<file path="src/rtl/module_input_debounce_pkg.sv">
// Shared defaults and width helpers for the board input debouncer.
// The defaults describe a 100 MHz board with a 1 ms sample tick.
// Instances normally override them.

package module_input_pkg;

    // Number of push buttons. Buttons are active-high (1 = pressed).
    localparam int N_BTN        = 4;
    // Number of slide switches.
    localparam int N_SW         = 16;
    // Clock cycles per sample tick. Must be at least 2.
    localparam int TICK_DIV     = 100000;
    // Consecutive mismatching ticks needed to accept a new level. Must be at least 1.
    localparam int STABLE_TICKS = 10;

    // Width of the tick prescaler, which counts 0..div-1.
    function automatic int tick_width(int div);
        return $clog2(div);
    endfunction

    // Width of the per-input qualification counter.
    function automatic int cnt_width(int stable_ticks);
        return $clog2(stable_ticks + 1);
    endfunction

    localparam int TICK_W = tick_width(TICK_DIV);
    localparam int CNT_W  = cnt_width(STABLE_TICKS);

endpackage : module_input_pkg

</file>
<file path="src/rtl/module_input_debounce_if.sv">
// Pin-side bundle of the debouncer.
// The board side (master) drives the raw levels and consumes the clean ones.
// The debouncer (slave) does the reverse.

interface module_input_debounce_if #(
    parameter int N_BTN = module_input_pkg::N_BTN,
    parameter int N_SW  = module_input_pkg::N_SW
);

    // Raw pins. These are asynchronous to clk.
    logic [N_BTN-1:0] btn_i;
    logic [N_SW-1:0]  sw_i;

    // Debounced, clk-synchronous results.
    logic [N_BTN-1:0] btn_level_o;
    logic [N_BTN-1:0] btn_press_o;
    logic [N_BTN-1:0] btn_release_o;
    logic [N_SW-1:0]  sw_level_o;

    modport master (
        output btn_i,
        output sw_i,
        input  btn_level_o,
        input  btn_press_o,
        input  btn_release_o,
        input  sw_level_o
    );

    modport slave (
        input  btn_i,
        input  sw_i,
        output btn_level_o,
        output btn_press_o,
        output btn_release_o,
        output sw_level_o
    );

endinterface : module_input_debounce_if

</file>
<file path="src/rtl/module_input_debounce_cell.sv">
// Debounce cell for one raw input. It contains:
//  - a 2-FF synchronizer;
//  - a tick-qualified stability counter;
//  - the accepted (stable) level;
//  - optional press/release edge pulses.
// A new level is accepted only after STABLE_TICKS consecutive ticks of mismatch.
// Any cycle where the synchronized input agrees with the stable level clears
// the progress, so a bounce back always restarts qualification.

module module_debounce_cell #(
    parameter int STABLE_TICKS = module_input_pkg::STABLE_TICKS,
    parameter bit EDGE_EN      = 1'b1
) (
    input  logic clk,
    input  logic rst_n,
    input  logic tick,
    input  logic raw,
    output logic level_o,
    output logic press_o,
    output logic release_o
);

    import module_input_pkg::*;

    localparam int            CW       = cnt_width(STABLE_TICKS);
    localparam logic [CW-1:0] CNT_LAST = CW'(STABLE_TICKS - 1);

    logic [1:0]    sync_ff;
    logic          sync;
    logic          stable;
    logic [CW-1:0] cnt;

    // Bring the asynchronous pin into the clk domain.
    // NOTE: sync_ff[0] may go metastable. Only sync_ff[1] is used by any logic.
    always_ff @(posedge clk or negedge rst_n) begin
        if (!rst_n) begin
            sync_ff <= '0;
        end else begin
            sync_ff <= {sync_ff[0], raw};
        end
    end

    assign sync = sync_ff[1];

    // Count the ticks that see a mismatch, and accept the new level on the last one.
    // The counter returns to zero on accept, so it never exceeds STABLE_TICKS-1.
    always_ff @(posedge clk or negedge rst_n) begin
        if (!rst_n) begin
            stable <= 1'b0;
            cnt    <= '0;
        end else if (sync == stable) begin
            cnt <= '0;
        end else if (tick) begin
            if (cnt == CNT_LAST) begin
                stable <= sync;
                cnt    <= '0;
            end else begin
                cnt <= cnt + CW'(1);
            end
        end
    end

    assign level_o = stable;

    generate
        if (EDGE_EN) begin : g_edge
            logic stable_q;

            // Delay the stable level by one cycle for edge detection.
            always_ff @(posedge clk or negedge rst_n) begin
                if (!rst_n) begin
                    stable_q <= 1'b0;
                end else begin
                    stable_q <= stable;
                end
            end

            // Both terms come straight from flops.
            // Each pulse lines up with the first cycle of the new level.
            // A bit can never pulse press and release together.
            assign press_o   = stable & ~stable_q;
            assign release_o = ~stable & stable_q;
        end else begin : g_no_edge
            assign press_o   = 1'b0;
            assign release_o = 1'b0;
        end
    endgenerate

endmodule : module_debounce_cell

</file>
<file path="src/rtl/module_input_debounce.sv">
// Board switch/button conditioner.
// One shared prescaler produces the sample tick. Every button and switch
// gets its own debounce cell. Buttons also produce press/release pulses.
// Downstream LED/display logic sees only these clean, synchronous outputs.

module module_input_debounce #(
    parameter int N_BTN        = module_input_pkg::N_BTN,
    parameter int N_SW         = module_input_pkg::N_SW,
    parameter int TICK_DIV     = module_input_pkg::TICK_DIV,
    parameter int STABLE_TICKS = module_input_pkg::STABLE_TICKS
) (
    input  logic                    clk,
    input  logic                    rst_n,
    module_input_debounce_if.slave  bus
);

    import module_input_pkg::*;

    localparam int               PRE_W    = tick_width(TICK_DIV);
    localparam logic [PRE_W-1:0] PRE_LAST = PRE_W'(TICK_DIV - 1);

    logic [PRE_W-1:0] prescale;
    logic             tick;

    logic [N_BTN-1:0] btn_level;
    logic [N_BTN-1:0] btn_press;
    logic [N_BTN-1:0] btn_release;
    logic [N_SW-1:0]  sw_level;
    logic [N_SW-1:0]  sw_press_unused;
    logic [N_SW-1:0]  sw_release_unused;

    // Free-running prescaler, 0..TICK_DIV-1.
    // It starts from 0 after reset, so the first tick comes TICK_DIV cycles
    // after rst_n rises.
    // NOTE: sequential state uses non-blocking assignments only, so every
    // flop in the design samples the pre-edge values.
    always_ff @(posedge clk or negedge rst_n) begin
        if (!rst_n) begin
            prescale <= '0;
        end else if (prescale == PRE_LAST) begin
            prescale <= '0;
        end else begin
            prescale <= prescale + PRE_W'(1);
        end
    end

    // One-cycle tick in the last prescaler state. All cells share it.
    assign tick = (prescale == PRE_LAST);

    // Buttons use the full cell, including the edge pulses.
    for (genvar i = 0; i < N_BTN; i++) begin : g_btn
        module_debounce_cell #(
            .STABLE_TICKS (STABLE_TICKS),
            .EDGE_EN      (1'b1)
        ) u_cell (
            .clk       (clk),
            .rst_n     (rst_n),
            .tick      (tick),
            .raw       (bus.btn_i[i]),
            .level_o   (btn_level[i]),
            .press_o   (btn_press[i]),
            .release_o (btn_release[i])
        );
    end

    // Switches only need the level. The edge logic is not built for them.
    for (genvar i = 0; i < N_SW; i++) begin : g_sw
        module_debounce_cell #(
            .STABLE_TICKS (STABLE_TICKS),
            .EDGE_EN      (1'b0)
        ) u_cell (
            .clk       (clk),
            .rst_n     (rst_n),
            .tick      (tick),
            .raw       (bus.sw_i[i]),
            .level_o   (sw_level[i]),
            .press_o   (sw_press_unused[i]),
            .release_o (sw_release_unused[i])
        );
    end

    assign bus.btn_level_o   = btn_level;
    assign bus.btn_press_o   = btn_press;
    assign bus.btn_release_o = btn_release;
    assign bus.sw_level_o    = sw_level;

endmodule : module_input_debounce

</file>
<file path="src/flat_wrapper.sv">
// flat-port wrapper written by rule: the top's interface ports become plain ports
module module_input_debounce_flat import module_input_pkg::*;
#(
    parameter int N_BTN        = module_input_pkg::N_BTN,
    parameter int N_SW         = module_input_pkg::N_SW,
    parameter int TICK_DIV     = module_input_pkg::TICK_DIV,
    parameter int STABLE_TICKS = module_input_pkg::STABLE_TICKS
)
  (clk, rst_n, bus_btn_i, bus_sw_i, bus_btn_level_o, bus_btn_press_o, bus_btn_release_o, bus_sw_level_o);
  module_input_debounce_if #(.N_BTN(N_BTN), .N_SW(N_SW)) bus_i ();
  input  logic clk;
  input  logic rst_n;
  input wire logic [$bits(bus_i.btn_i)-1:0] bus_btn_i;
  input wire logic [$bits(bus_i.sw_i)-1:0] bus_sw_i;
  output wire logic [$bits(bus_i.btn_level_o)-1:0] bus_btn_level_o;
  output wire logic [$bits(bus_i.btn_press_o)-1:0] bus_btn_press_o;
  output wire logic [$bits(bus_i.btn_release_o)-1:0] bus_btn_release_o;
  output wire logic [$bits(bus_i.sw_level_o)-1:0] bus_sw_level_o;
  assign bus_i.btn_i = bus_btn_i;
  assign bus_i.sw_i = bus_sw_i;
  assign bus_btn_level_o = bus_i.btn_level_o;
  assign bus_btn_press_o = bus_i.btn_press_o;
  assign bus_btn_release_o = bus_i.btn_release_o;
  assign bus_sw_level_o = bus_i.sw_level_o;
  module_input_debounce #(.N_BTN(N_BTN), .N_SW(N_SW), .TICK_DIV(TICK_DIV), .STABLE_TICKS(STABLE_TICKS)) u_core (.clk(clk), .rst_n(rst_n), .bus(bus_i));
endmodule
</file>
<file path="config.mk">
export PLATFORM = sky130hd
export DESIGN_NAME = module_input_debounce_flat
export DESIGN_NICKNAME = d
export VERILOG_FILES = /design/src/rtl/module_input_debounce_pkg.sv /design/src/rtl/module_input_debounce_if.sv /design/src/rtl/module_input_debounce_cell.sv /design/src/rtl/module_input_debounce.sv /design/src/flat_wrapper.sv
export SDC_FILE = /design/constraint.sdc
export NUM_CORES = 1
export LEC_CHECK = 0
export CAP_MARGIN = 20
export CELL_PAD_IN_SITES_DETAIL_PLACEMENT = 0
export CELL_PAD_IN_SITES_GLOBAL_PLACEMENT = 1
export CORE_AREA = 2 2 145 112
export DETAILED_ROUTE_END_ITERATION = 8
export DIE_AREA = 0 0 147 114
export PLACE_DENSITY_LB_ADDON = 0.1
export SLEW_MARGIN = 25
export SYNTH_ARGS = -nofsm -noshare
export SYNTH_HDL_FRONTEND = slang
export SYNTH_SLANG_ARGS = --single-unit
</file>
<file path="constraint.sdc">
create_clock -name clk -period 5.7 [get_ports clk]
set_input_delay 1.14 -clock clk [delete_from_list [all_inputs] [get_ports clk]]
set_output_delay 1.14 -clock clk [all_outputs]
set_load 0.005 [all_outputs]
</file>
==> key figures <==
GRT
  – First-pass GRT wire length: 22800 microns
  – Global route overflow: 0
  – Vias in the first global route: 4854
  – Initial antenna violation count: 0
  – Largest net degree at the start of global routing: 68
  – All-Layer GR Usage: 16.8%

Die
  – Die ar.: 16800 sq um
  – Core Rows: 40
  – Die H: 114 microns
  – Starting Density: 48.6%
  – Total core area: 15500 sq um
  – I/O pins: 50
  – DIE WIDTH: 147 microns

Logic synthesis
  – Mapped Nets: 755
  – Register area share after synthesis: 53.5%
  – Post-synth EDFFs: 0
  – Synth Flop Type: dfrtp_1
  – Synth Area per Inst: 10.9 sq um
  – Synth warn: 0
  – #FFs+latches synth: 161
  – Cells after synthesis: 692
  – Cell area after synthesis: 7530 sq um
  – Asr flop ratio synth: 100%
  – Yosys cell types: 35

Run status
  – Outcome: finished, final reports clean

Setup path
  – Worst R2R Start: u_core.prescale[0]
  – CP Capture Type: flop
  – Required time of the critical path: 6.03 ns
  – Worst setup path class: flop to flop
  – Worst path arrival time: 3.19 ns
  – CP startpoint: u_core.prescale[0]
  – Max Fanout on Critical Path: 63
  – Startpoint Class: flop

Clock network
  – Root Buffer: clkbuf_16
  – Worst-Skew Late Latency: 0.41 ns
  – H-tree levels: 4
  – Count of cells resized by post-cts repair: 0
  – CTS Sinks: 161
  – Post-CTS setup buffers: 0
  – Longest Clk Path Bufs: 2
  – CTS Hold Bufs: 0
  – CTS tree: done
  – Total CTS buffers: 17
  – Clk slew on worst S/H paths: 0.06 ns

Route
  – DRC Markers: 0
  – DR iter-0 viols: 289
  – Drt total wl: 13000 microns
  – Vias per Instance: 5.39
  – First-pass iteration count of the detailed router: 6
  – Drt wl/cell: 13.9 microns
  – Via count: 5050
  – ANT nets after route: 0

Pwr
  – P_sw: 0.476 mW
  – VDD IR-drop max: 178 uV
  – LEAKAGE: 3.66 nW
  – Register share of total power: 47.2%
  – Pwr Total: 2.47 mW
  – Clock network power share: 50.7%
  – P per Cell Area: 285 nW/um^2
  – Internal power: 1.99 mW
  – Logic pwr share: 2.1%
  – Switching share of power: 19.3%

STA
  – Rel. slew slack: 43.9%
  – Final critical path time including I/O delays and setup: 2.86 ns
  – Fin Clk Skew: 0.00826 ns
  – RSZ-0062 raised after global routing: no
  – Total negative slack: 0 ns
  – Max Freq: 350 MHz
  – Fin Hold WS: 0.342 ns
  – Max Slew Vio Count: 0
  – Final worst setup slack: 2.84 ns
  – Worst Max-Slew Pin Slew: 0.842 ns
  – Setup violators final: 0
  – Hold Vio Cnt, Final: 0
  – Fin crit share: 50.1%

Placement
  – # port buffers: 49
  – Worst slack after detailed placement: 2.81 ns
  – DP HPWL: 8350 microns
  – Final Wtd Congestion: 0.756
  – DP Area: 8000 sq um
  – Post-placement cell count: 905

Finish
  – Core Util, Final: 55.8%
  – Layout Cells excl Fill: 937
  – Final Instance Area: 8660 sq um
  – Layout cells sized above 1: 10.7%
  – Antenna diodes: 0
  – Final nets: 777
  – Area grow syn2layout: 14.9%
  – Commonest non-fill, non-tap cell in the layout: dfrtp_1
  – Commonest cells after routing, fill and taps aside: dfrtp_1, nand2_1, a21oi_1

Worst hold path
  – HP Start: u_core.g_sw[7].u_cell.sync_ff[0]
  – Worst Hold Class: flop to flop

Flow run
  – Max-capacitance violation count: 0
==> sequential cells by signal (all words and copies together) (netlist names) <==
| signal | cells |
|---|---|
| u_core.g_btn.u_cell.level_o | 4 |
| u_core.g_sw.u_cell.sync_ff | 32 |
| u_core.g_btn.u_cell.cnt | 16 |
| u_core.g_sw.u_cell.level_o | 16 |
| u_core.g_btn.u_cell.g_edge.stable_q | 4 |
| u_core.g_sw.u_cell.cnt | 64 |
| u_core.prescale | 17 |
| u_core.g_btn.u_cell.sync_ff | 8 |
==> synthesized netlist by cell type (2+ instances only) <==
cell | n | share of area, %
o21ai_0 | 22 | 1.5
nor3_1 | 2 | 0.13
a41oi_1 | 20 | 2.3
nand4_1 | 5 | 0.42
xnor2_1 | 27 | 3.1
and3_1 | 3 | 0.25
nand2_1 | 85 | 4.2
ha_1 | 41 | 6.8
dfrtp_1 | 161 | 53
a311oi_1 | 20 | 2.3
buf_6 | 3 | 0.45
or3_1 | 41 | 3.4
a21oi_1 | 61 | 4.1
clkbuf_1 | 8 | 0.40
and4bb_2 | 2 | 0.33
nor2_1 | 24 | 1.2
buf_2 | 10 | 0.66
mux2_2 | 20 | 3.0
a31o_2 | 20 | 2.3
nand3_1 | 4 | 0.27
nor2b_1 | 8 | 0.66
and4_1 | 2 | 0.23
xor2_1 | 4 | 0.46
or4_1 | 21 | 2.1
buf_4 | 28 | 2.8
inv_1 | 41 | 2.0
==> layout make-up <==
cell class                 count  area [sq um]
clock buffer                  24           482
multi-input combinational    440          3030
fill                        1336          6860
sequential                   161          4030
timing repair buffer          53           522
inverter                      41           154
clock inverter                 8           174
tap                          210           263
==> final timing paths <==
kind / slack [ns] / cells after the start / to
min in group asynchronous: 0.63 / 1 / u_core.g_btn[0].u_cell.g_edge.stable_q
max in group asynchronous: 3.88 / 2 / u_core.g_btn[2].u_cell.level_o
worst min register to register: 0.34 / 0 / u_core.g_sw[7].u_cell.sync_ff[1]
worst max-delay path: 2.84 / 6 / u_core.g_sw[4].u_cell.cnt[2]
worst min-delay path: 0.34 / 0 / u_core.g_sw[7].u_cell.sync_ff[1]
worst max register to register: 2.84 / 6 / u_core.g_sw[4].u_cell.cnt[2]
==> critical path: stages (launching register included) <==
cell,delay (ns)
dfrtp_1,0.36
ha_1,0.21
and4_1,0.35
nand4_4,0.60
buf_4,0.54
or4_1,0.53
a21oi_1,0.13
==> kinds of logic after synthesis <==
logic type                 Yosys count  share of synthesized area, %
xor gates and xnor gates            31                          3.60
adders and majority gates           41                          6.81
buffers and inverters               91                          6.41
and+or+nand+nor                    202                          13.9
DFF                                161                          53.5
muxes                               21                          3.12
AOI/OAI and AO/OA                  145                          12.7
==> per-layer routing <==
| metal | part of all wire (%) | wire length [microns] | global-route usage [%] | up-vias |
|---|---|---|---|---|
| met1 | 49 | 6410 | 22.2 | 2513 |
| met5 | 0 | 0 | 0 | - |
| met2 | 47 | 6120 | 27.1 | 61 |
| met3 | 3.1 | 411 | 4.76 | 10 |
| li1 | - | - | - | 2466 |
| met4 | 0.81 | 106 | 5.32 | 0 |
==> power by group through the flow <==
stage               Clock (mW)  Sequential, mW  Combinational, mW
floorplan                    0            1.18             0.0105
global placement             0            1.18             0.0526
detailed placement           0            1.19             0.0532
CTS                       1.29            1.16             0.0533
global route              1.34            1.17             0.0584
finish                    1.25            1.16             0.0506
(Power assumes the default switching activity.)
